$ cat src/rtl/pipelined_mac_acc_if.sv
// Sample/result bundle for pipelined_mac_acc; the master drives samples and the slave returns
// accumulated results.
interface pipelined_mac_acc_if #(
  parameter int unsigned DATA_W = 4,
  parameter int unsigned ACC_W  = 10
);
  logic              in_valid;
  logic              clr;
  logic [DATA_W-1:0] a;
  logic [DATA_W-1:0] y;
  logic              out_valid;
  logic [ACC_W-1:0]  out;
  logic              overflow;

  modport master (
    output in_valid, clr, a, y,
    input  out_valid, out, overflow
  );

  modport slave (
    input  in_valid, clr, a, y,
    output out_valid, out, overflow
  );
endinterface

$ cat src/rtl/pipelined_mac_acc.sv
// Fully pipelined unsigned shift-add MAC with tagged accumulator, clear and sticky overflow.
// Define PIPELINED_MAC_SATURATE_EN to clamp the accumulator instead of wrapping.
module pipelined_mac_acc #(
  parameter int unsigned DATA_W = 4,
  parameter int unsigned ACC_W  = 10
) (
  input logic                clk,
  input logic                reset,
  pipelined_mac_acc_if.slave bus
);
  localparam int unsigned PW = 2 * DATA_W;

  // Index 0 is the input register; index k holds the state after partial-product stage k.
  logic [DATA_W-1:0] a_q  [DATA_W];
  logic [DATA_W-1:0] y_q  [DATA_W];
  logic [PW-1:0]     ps_q [DATA_W+1];
  logic [DATA_W:0]   v_q;
  logic [DATA_W:0]   c_q;
  logic [PW-1:0]     pp   [DATA_W];

  logic [ACC_W-1:0]  acc_q, acc_d;
  logic              ovf_q, ovf_d;
  logic              out_valid_q;
  logic [ACC_W:0]    sum;

  always_comb begin
    for (int k = 0; k < DATA_W; k++) begin
      pp[k] = PW'(a_q[k] & {DATA_W{y_q[k][0]}}) << k;
    end
  end

  always_comb begin
    acc_d = acc_q;
    ovf_d = ovf_q;
    sum   = {1'b0, acc_q} + (ACC_W + 1)'(ps_q[DATA_W]);
    if (v_q[DATA_W]) begin
      if (c_q[DATA_W]) begin
        acc_d = ACC_W'(ps_q[DATA_W]);
        ovf_d = 1'b0;
      end else if (sum[ACC_W]) begin
        ovf_d = 1'b1;
`ifdef PIPELINED_MAC_SATURATE_EN
        acc_d = '1;
`else
        acc_d = sum[ACC_W-1:0];
`endif
      end else begin
        acc_d = sum[ACC_W-1:0];
      end
    end
  end

  always_ff @(posedge clk or posedge reset) begin
    if (reset) begin
      for (int k = 0; k < DATA_W; k++) begin
        a_q[k] <= '0;
        y_q[k] <= '0;
      end
      for (int k = 0; k <= DATA_W; k++) begin
        ps_q[k] <= '0;
      end
      v_q         <= '0;
      c_q         <= '0;
      acc_q       <= '0;
      ovf_q       <= 1'b0;
      out_valid_q <= 1'b0;
    end else begin
      a_q[0]  <= bus.a;
      y_q[0]  <= bus.y;
      ps_q[0] <= '0;
      // clr only travels with a valid sample, so a bare clr never reaches the accumulator.
      v_q[0]  <= bus.in_valid;
      c_q[0]  <= bus.in_valid & bus.clr;
      for (int k = 1; k < DATA_W; k++) begin
        a_q[k] <= a_q[k-1];
        y_q[k] <= y_q[k-1] >> 1;
      end
      for (int k = 1; k <= DATA_W; k++) begin
        ps_q[k] <= ps_q[k-1] + pp[k-1];
      end
      v_q[DATA_W:1] <= v_q[DATA_W-1:0];
      c_q[DATA_W:1] <= c_q[DATA_W-1:0];
      acc_q         <= acc_d;
      ovf_q         <= ovf_d;
      out_valid_q   <= v_q[DATA_W];
    end
  end

  assign bus.out       = acc_q;
  assign bus.overflow  = ovf_q;
  assign bus.out_valid = out_valid_q;
endmodule

$ cat src/flat_wrapper.sv
// flat-port wrapper written by rule: the top's interface ports become plain ports
module pipelined_mac_acc_flat 
#(
  parameter int unsigned DATA_W = 4,
  parameter int unsigned ACC_W  = 10
)
  (clk, reset, bus_in_valid, bus_clr, bus_a, bus_y, bus_out_valid, bus_out, bus_overflow);
  pipelined_mac_acc_if #(.DATA_W(DATA_W), .ACC_W(ACC_W)) bus_i ();
  input logic clk;
  input logic reset;
  input wire logic [$bits(bus_i.in_valid)-1:0] bus_in_valid;
  input wire logic [$bits(bus_i.clr)-1:0] bus_clr;
  input wire logic [$bits(bus_i.a)-1:0] bus_a;
  input wire logic [$bits(bus_i.y)-1:0] bus_y;
  output wire logic [$bits(bus_i.out_valid)-1:0] bus_out_valid;
  output wire logic [$bits(bus_i.out)-1:0] bus_out;
  output wire logic [$bits(bus_i.overflow)-1:0] bus_overflow;
  assign bus_i.in_valid = bus_in_valid;
  assign bus_i.clr = bus_clr;
  assign bus_i.a = bus_a;
  assign bus_i.y = bus_y;
  assign bus_out_valid = bus_i.out_valid;
  assign bus_out = bus_i.out;
  assign bus_overflow = bus_i.overflow;
  pipelined_mac_acc #(.DATA_W(DATA_W), .ACC_W(ACC_W)) u_core (.clk(clk), .reset(reset), .bus(bus_i));
endmodule
$ cat config.mk
export PLATFORM = sky130hd
export DESIGN_NAME = pipelined_mac_acc_flat
export DESIGN_NICKNAME = d
export VERILOG_FILES = /design/src/rtl/pipelined_mac_acc_if.sv /design/src/rtl/pipelined_mac_acc.sv /design/src/flat_wrapper.sv
export SDC_FILE = /design/constraint.sdc
export NUM_CORES = 1
export LEC_CHECK = 0
export ABC_AREA = 0
export BUFFER_PORTS_ARGS = -buffer_cell sky130_fd_sc_hd__buf_2
export CORE_UTILIZATION = 37
export CTS_CLUSTER_SIZE = 30
export DETAILED_ROUTE_END_ITERATION = 6
export GPL_TIMING_DRIVEN = 0
export HOLD_SLACK_MARGIN = 0.08
export SLEW_MARGIN = 20
export SYNTH_ARGS = -nofsm -noshare
export SYNTH_HDL_FRONTEND = slang
export SYNTH_SLANG_ARGS = --single-unit
$ cat constraint.sdc
create_clock -name clk -period 2.8 [get_ports clk]
set_input_delay 0 -clock clk [delete_from_list [all_inputs] [get_ports clk]]
set_output_delay 0 -clock clk [all_outputs]
set_load 0.005 [all_outputs]
==> impl_metrics.py, run 1 <==
metrics = {
    "route": {
        "drc_errors": 0,
        "dr.pass1.iters": 4,
        "vias_per_cell": 4.816,
        "wirelength_um": 4222,
        "wl_per_cell_um": 11.44,
        "ant_nets": 0,
        "drt-initial-drc-count": 35,
        "vias": 1777,
    },
    "logic_synthesis": {
        "synth_top_area_share_pct": 63.34,
        "synth_top_family_by_area": "adder cells",
        "netlist_area_um2": 2884,
        "synth_xor_area_share_pct": 2.430,
        "synth_compound_area_share_pct": 10.02,
        "yosys_warnings": 0,
        "synth.distinct_cells": 33,
        "async_flop_share_pct": 100.0,
        "synth_top_flop_cell": "dfrtp_1",
        "synth_area_leaders": "dfrtp_1 (63%), ha_1 (8.2%), and2_1 (3.5%)",
        "synth-simple-area-share_pct": 10.54,
        "synth-edff-count": 0,
        "synth.most_common_cell": "dfrtp_1",
        "synth_top_cell_by_area": "dfrtp_1",
        "seq_area_frac_synth_pct": 63.34,
        "ys_seq_elements": 73,
        "netlist_top_cells_count": "dfrtp_1 (73), a21oi_1 (19), ha_1 (19), and2_1 (16), nand2_1 (11)",
        "synth_cells": 219,
        "synth_fa_ha_area_share_pct": 11.02,
        "syn-num-nets": 254,
        "avgSynthCellArea_um2": 13.17,
        "synthMuxAreaShare_pct": 1.085,
    },
    "grt": {
        "track_usage_pct": 11.94,
        "grt_first_pass_wirelength_um": 7590,
        "grt-ovfl-total": 0,
        "grt_max_degree": 54,
        "antenna_found_initial": 0,
        "grt_pass1_vias": 1757,
    },
    "sta": {
        "finalSetupViolations": 0,
        "holdWs_ns": 0.1460,
        "period_share_pct": 76.48,
        "max_freq_mhz": 467.0,
        "tightest_slew_ns": 0.5340,
        "fin_crit_ns": 2.141,
        "finalSetupTns_ns": 0,
        "hold_viol": 0,
        "fin_worst_skew_ns": 0.008584,
        "setup_ws_ns": 0.6585,
        "maxSlewViolCount": 0,
        "rsz0062_at_grt": "no",
        "slew_headroom_pct": 64.40,
    },
    "floorplanning": {
        "fp.dieW_um": 90.29,
        "start_util_pct": 38.93,
        "die_area_um2": 8151,
        "rows": 31,
        "fp.dieH_um": 90.29,
        "boundaryPins": 24,
        "core-area_um2": 7408,
    },
    "clock_tree": {
        "clockBufferDepth": 2,
        "root_buffer": "clkbuf_8",
        "cts.sinks": 73,
        "numCtsBuffers": 9,
        "cts.clk_slew.worst_paths_ns": 0.08,
        "htree_levels": 3,
        "clk_latency_ns": 0.34,
        "cts_resized": 0,
        "cts_tree": "yes",
    },
    "finish": {
        "drive_above_1_share_pct": 16.30,
        "fin_cells": 369,
        "antenna_cells": 0,
        "post-route-util_pct": 46.46,
        "layout.nets": 300,
        "finish.instance_area_um2": 3442,
        "syn_to_final_growth_pct": 19.35,
    },
    "pwr": {
        "power_density_nw_per_um2": 805.4,
        "power.static_leakage_nw": 1.693,
        "vdd.ir_drop.worst_uv": 382.1,
        "power_mw": 2.772,
    },
    "outcome": {
        "status": "finished, final reports clean",
    },
    "job": {
        "maxCapViolations": 0,
    },
    "critical_path": {
        "cp_max_fo": 3,
        "end_kind": "register",
        "startpoint_type": "register",
        "cp.required_ns": 3.07,
        "arrival_ns": 2.42,
        "crit_type": "reg2reg",
    },
    "place": {
        "pre_cts_slack_ns": 0.6676,
        "dpl.hpwl_um": 2930,
        "dpl_cell_area_um2": 3153,
        "portBuffers": 23,
        "place_inst": 342,
        "gp_congestion": 0.8806,
    },
    "min_path": {
        "hp-class": "in2async",
    },
}
flip-flops by register name (all words and copies together) (netlist names):
register	flops
u_core.a_q	16
u_core.ps_q	25
u_core.bus.out	10
u_core.c_q	5
u_core.bus.overflow	1
u_core.v_q	5
u_core.y_q	10
u_core.bus.out_valid	1
layout by cell type, fill, tap and decap left out, types with 2 or more instances in the layout:
cell type / n
inv_1: 5
or4_1: 3
clkbuf_1: 3
fa_1: 4
buf_2: 23
o21ai_0: 7
ha_1: 19
xor2_1: 5
nand2_1: 11
clkbuf_8: 10
dfrtp_1: 73
inv_6: 2
and2_1: 16
clkinv_2: 3
a21oi_1: 19
nand4_1: 2
xnor2_1: 3
nor2_1: 7
nand3_1: 9
mux2i_1: 2
o2111ai_1: 2
a21o_1: 10
and3_1: 4
dlygate4sd3_1: 11
where the power goes:
group	switching, mW	leakage [nW]	internal (mW)
sequential	0.0965	0.882	1.20
clock	0.377	0.0968	0.348
combinational	0.401	0.714	0.351
cell families (layout without fill, tap and decap cells):
group	after synthesis	in the layout
buf+inv	10	61
fa+ha+maj	23	23
simple gates	57	57
mux	3	3
compound gates	45	45
flops	73	73
xor+xnor	8	8
path summary, 6_finish.rpt:
path	startpoint	end	depth (start not counted)	slack, ns
worst min-delay path	reset	u_core.a_q[12]$_DFF_PP0_	3	0.15
worst max-delay path	u_core.bus.out[0]$_DFFE_PP0P_	u_core.bus.out[8]$_DFFE_PP0P_	6	0.66
max in group asynchronous	reset	u_core.bus.out[6]$_DFFE_PP0P_	4	2.13
worst max register to register	u_core.bus.out[0]$_DFFE_PP0P_	u_core.bus.out[8]$_DFFE_PP0P_	6	0.66
worst min register to register	u_core.y_q[13]$_DFF_PP0_	u_core.y_q[8]$_DFF_PP0_	0	0.35
min in group clk	bus_a[1]	u_core.a_q[13]$_DFF_PP0_	2	0.30
worst max-delay path, cell delays in order, from the launching register on:
cell and delay, ns:
dfrtp_1 0.40, ha_1 0.23, fa_1 0.40, a21o_1 0.21, a311o_1 0.40, a2111o_1 0.38
nand3_1 0.07
area by class of cell:
cell class                      count  area, um^2
Tap cell                           99       123.9
Clock buffer                       10       137.6
Multi-Input combinational cell    136        1012
Inverter                            6       25.02
Sequential cell                    73        1827
Timing Repair Buffer               35       252.7
Clock inverter                      6       41.29
Buffer                              4       22.52
Fill cell                         682        3966
what timing repair did:
item	in CTS	in global routing
setup buffers	0	0
hold endpoints to repair	83	0
hold buffers	11	0
setup endpoints to repair	0	0
layer usage:
| layer | global-route usage, % | routed length (um) | share of wire [%] |
|---|---|---|---|
| met2 | 19.85 | 2126 | 50 |
| met4 | 5.914 | 46 | 1.1 |
| met5 | 0 | 0 | 0 |
| met3 | 4.966 | 197 | 4.7 |
| met1 | 13.17 | 1851 | 44 |
Power figures use the tool's default switching activity.
==> inputs of run 2 (changes only) <==
ABC_AREA = 1   (was 0)
clock period = 2.09 ns   (was 2.8 ns; I/O delays follow)
==> impl_metrics.py, run 2 <==
metrics = {
    "route": {
        "wl_met2_um": 2347,
        "wl_met1_um": 1910,
        "wl_per_cell_um": 10.63,
        "top_layer_used": "met4",
        "drt-initial-drc-count": 33,
        "dr.pass1.iters": 4,
        "vias_per_cell": 4.375,
        "ant_nets": 0,
        "drc_errors": 0,
        "wirelength_um": 4540,
        "wl_met3_um": 195,
        "vias": 1868,
    },
    "critical_path": {
        "end_kind": "register",
        "cp_max_fo": 3,
        "crit_type": "reg2reg",
        "cp.required_ns": 2.33,
        "startpoint_type": "register",
        "arrival_ns": 2.03,
    },
    "min_path": {
        "hp-class": "in2async",
    },
    "sta": {
        "finalSetupViolations": 0,
        "slew_headroom_pct": 81.13,
        "max_freq_mhz": 558.9,
        "fin_crit_ns": 1.789,
        "maxSlewViolCount": 0,
        "rsz0062_at_grt": "no",
        "hold_viol": 0,
        "fin_worst_skew_ns": 0.008311,
        "tightest_slew_ns": 0.2831,
        "holdWs_ns": 0.1509,
        "period_share_pct": 85.60,
    },
    "finish": {
        "layout.nets": 355,
        "post-route-util_pct": 45.66,
        "multiInputGateArea_um2": 991.0,
        "finish.instance_area_um2": 3528,
        "final_common_cell": "dfrtp_1",
        "final_cell_mix": "dfrtp_1 (73), nand2_1 (63), inv_1 (31)",
        "largest_register_ffs": 25,
        "drive_above_1_share_pct": 18.46,
        "seq_area_um2": 1827,
        "antenna_cells": 0,
        "largest_register": "u_core.ps_q",
        "largestRegisters": "u_core.ps_q (25), u_core.a_q (16)",
        "fillCellCount": 731,
        "syn_to_final_growth_pct": 18.94,
    },
    "clock_tree": {
        "cts.sinks": 73,
        "cts_resized": 0,
        "clockBufferDepth": 2,
        "cts_tree": "yes",
        "clk_latency_ns": 0.34,
        "numCtsBuffers": 9,
        "htree_levels": 3,
        "cts.clk_slew.worst_paths_ns": 0.08,
        "root_buffer": "clkbuf_8",
    },
    "grt": {
        "track_usage_pct": 13.08,
        "grt_max_degree": 53,
        "grt_pass1_vias": 1995,
        "grt-ovfl-total": 0,
        "antenna_found_initial": 0,
        "grt_first_pass_wirelength_um": 8231,
    },
    "floorplanning": {
        "boundaryPins": 24,
        "fp.dieW_um": 91.54,
        "fp.dieH_um": 91.54,
        "rows": 32,
        "die_area_um2": 8380,
        "start_util_pct": 38.39,
        "core-area_um2": 7727,
    },
    "logic_synthesis": {
        "synth_cells": 274,
        "synth_area_leaders": "dfrtp_1 (62%), ha_1 (8.0%), nand2_1 (8.0%)",
        "async_flop_share_pct": 100.0,
        "yosys_warnings": 0,
        "ys_seq_elements": 73,
        "seq_area_frac_synth_pct": 61.58,
        "syn-num-nets": 309,
        "netlist_top_cells_count": "dfrtp_1 (73), nand2_1 (63), inv_1 (32), ha_1 (19)",
        "synth_top_flop_cell": "dfrtp_1",
        "synth_top_area_share_pct": 61.58,
        "synth_top_cell_by_area": "dfrtp_1",
        "avgSynthCellArea_um2": 10.83,
        "netlist_area_um2": 2967,
        "synth-edff-count": 0,
        "synth.distinct_cells": 26,
        "synth.most_common_cell": "dfrtp_1",
    },
    "job": {
        "maxCapViolations": 0,
    },
    "pwr": {
        "power_density_nw_per_um2": 1069,
        "vdd.ir_drop.worst_uv": 519.4,
        "power_mw": 3.771,
        "power.static_leakage_nw": 1.904,
    },
    "place": {
        "dpl.hpwl_um": 3166,
        "gp_congestion": 0.8497,
        "portBuffers": 23,
        "dpl_cell_area_um2": 3239,
    },
    "outcome": {
        "status": "finished, final reports clean",
    },
}
==> run 2: per-layer routing <==
metal	track usage [%]	vias up
met1	12.76	870
met5	0	-
li1	-	957
met3	5.276	9
met2	24.12	32
met4	5.556	0
==> run 2: where the power goes <==
group / total, mW / switching (mW) / internal, mW
logic: 1.06 / 0.617 / 0.447
clock network: 0.987 / 0.518 / 0.469
registers: 1.72 / 0.126 / 1.59
==> run 2: cell type report <==
cell class / count / area share [%]
Buffer: 3 / 0.4965
Clock buffer: 11 / 4.007
Clock inverter: 5 / 1.064
Inverter: 35 / 3.794
Multi-Input combinational cell: 163 / 28.09
Sequential cell: 73 / 51.77
Tap cell: 102 / 3.617
Timing Repair Buffer: 35 / 7.163
==> run 2: worst paths after layout <==
kind / startpoint / to / slack, ns / cells past startpoint
max in group asynchronous: reset / u_core.ps_q[7]$_DFF_PP0_ / 1.41 / 4
min in group clk: bus_y[0] / u_core.y_q[12]$_DFF_PP0_ / 0.29 / 2
max: u_core.bus.out[0]$_DFFE_PP0P_ / u_core.bus.out[6]$_DFFE_PP0P_ / 0.30 / 10
min: reset / u_core.a_q[10]$_DFF_PP0_ / 0.15 / 3
max reg2reg: u_core.bus.out[0]$_DFFE_PP0P_ / u_core.bus.out[6]$_DFFE_PP0P_ / 0.30 / 10
min reg2reg: u_core.c_q[3]$_DFF_PP0_ / u_core.c_q[4]$_DFF_PP0_ / 0.35 / 0
==> run 2: cells by family after synthesis <==
group / after synthesis / share of synthesized area (%)
AOI/OAI and AO/OA: 23 / 4.344
xor gates and xnor gates: 7 / 2.067
adders and majority gates: 23 / 10.71
buffers and inverters: 38 / 5.019
DFF: 73 / 61.58
and+or+nand+nor: 110 / 16.28
==> run 2: what timing repair did <==
action                    CTS  global route
hold buffers               11             0
buffers inserted            0             0
hold endpoints to repair   83             0
==> run 2: stage by stage <==
step | worst slack (ns) | instances | setup TNS (ns)
floorplan | 0.2367 | 274 | 0
global placement | -0.5999 | 399 | -43.50
detailed placement | 0.2941 | 400 | 0
CTS | 0.2859 | 427 | 0
global route | 0.1262 | 427 | 0
finish | 0.3009 | 427 | 0
==> run 2: worst max-delay path, stage by stage (launching register included) <==
cell and delay, ns:
dfrtp_1 0.40, ha_1 0.26, fa_1 0.39, nand2_1 0.13
nand3_1 0.11, nand3b_1 0.12, nand2_1 0.06, nand2_1 0.05
nand3_1 0.06, nand2_1 0.07, nand2_1 0.04
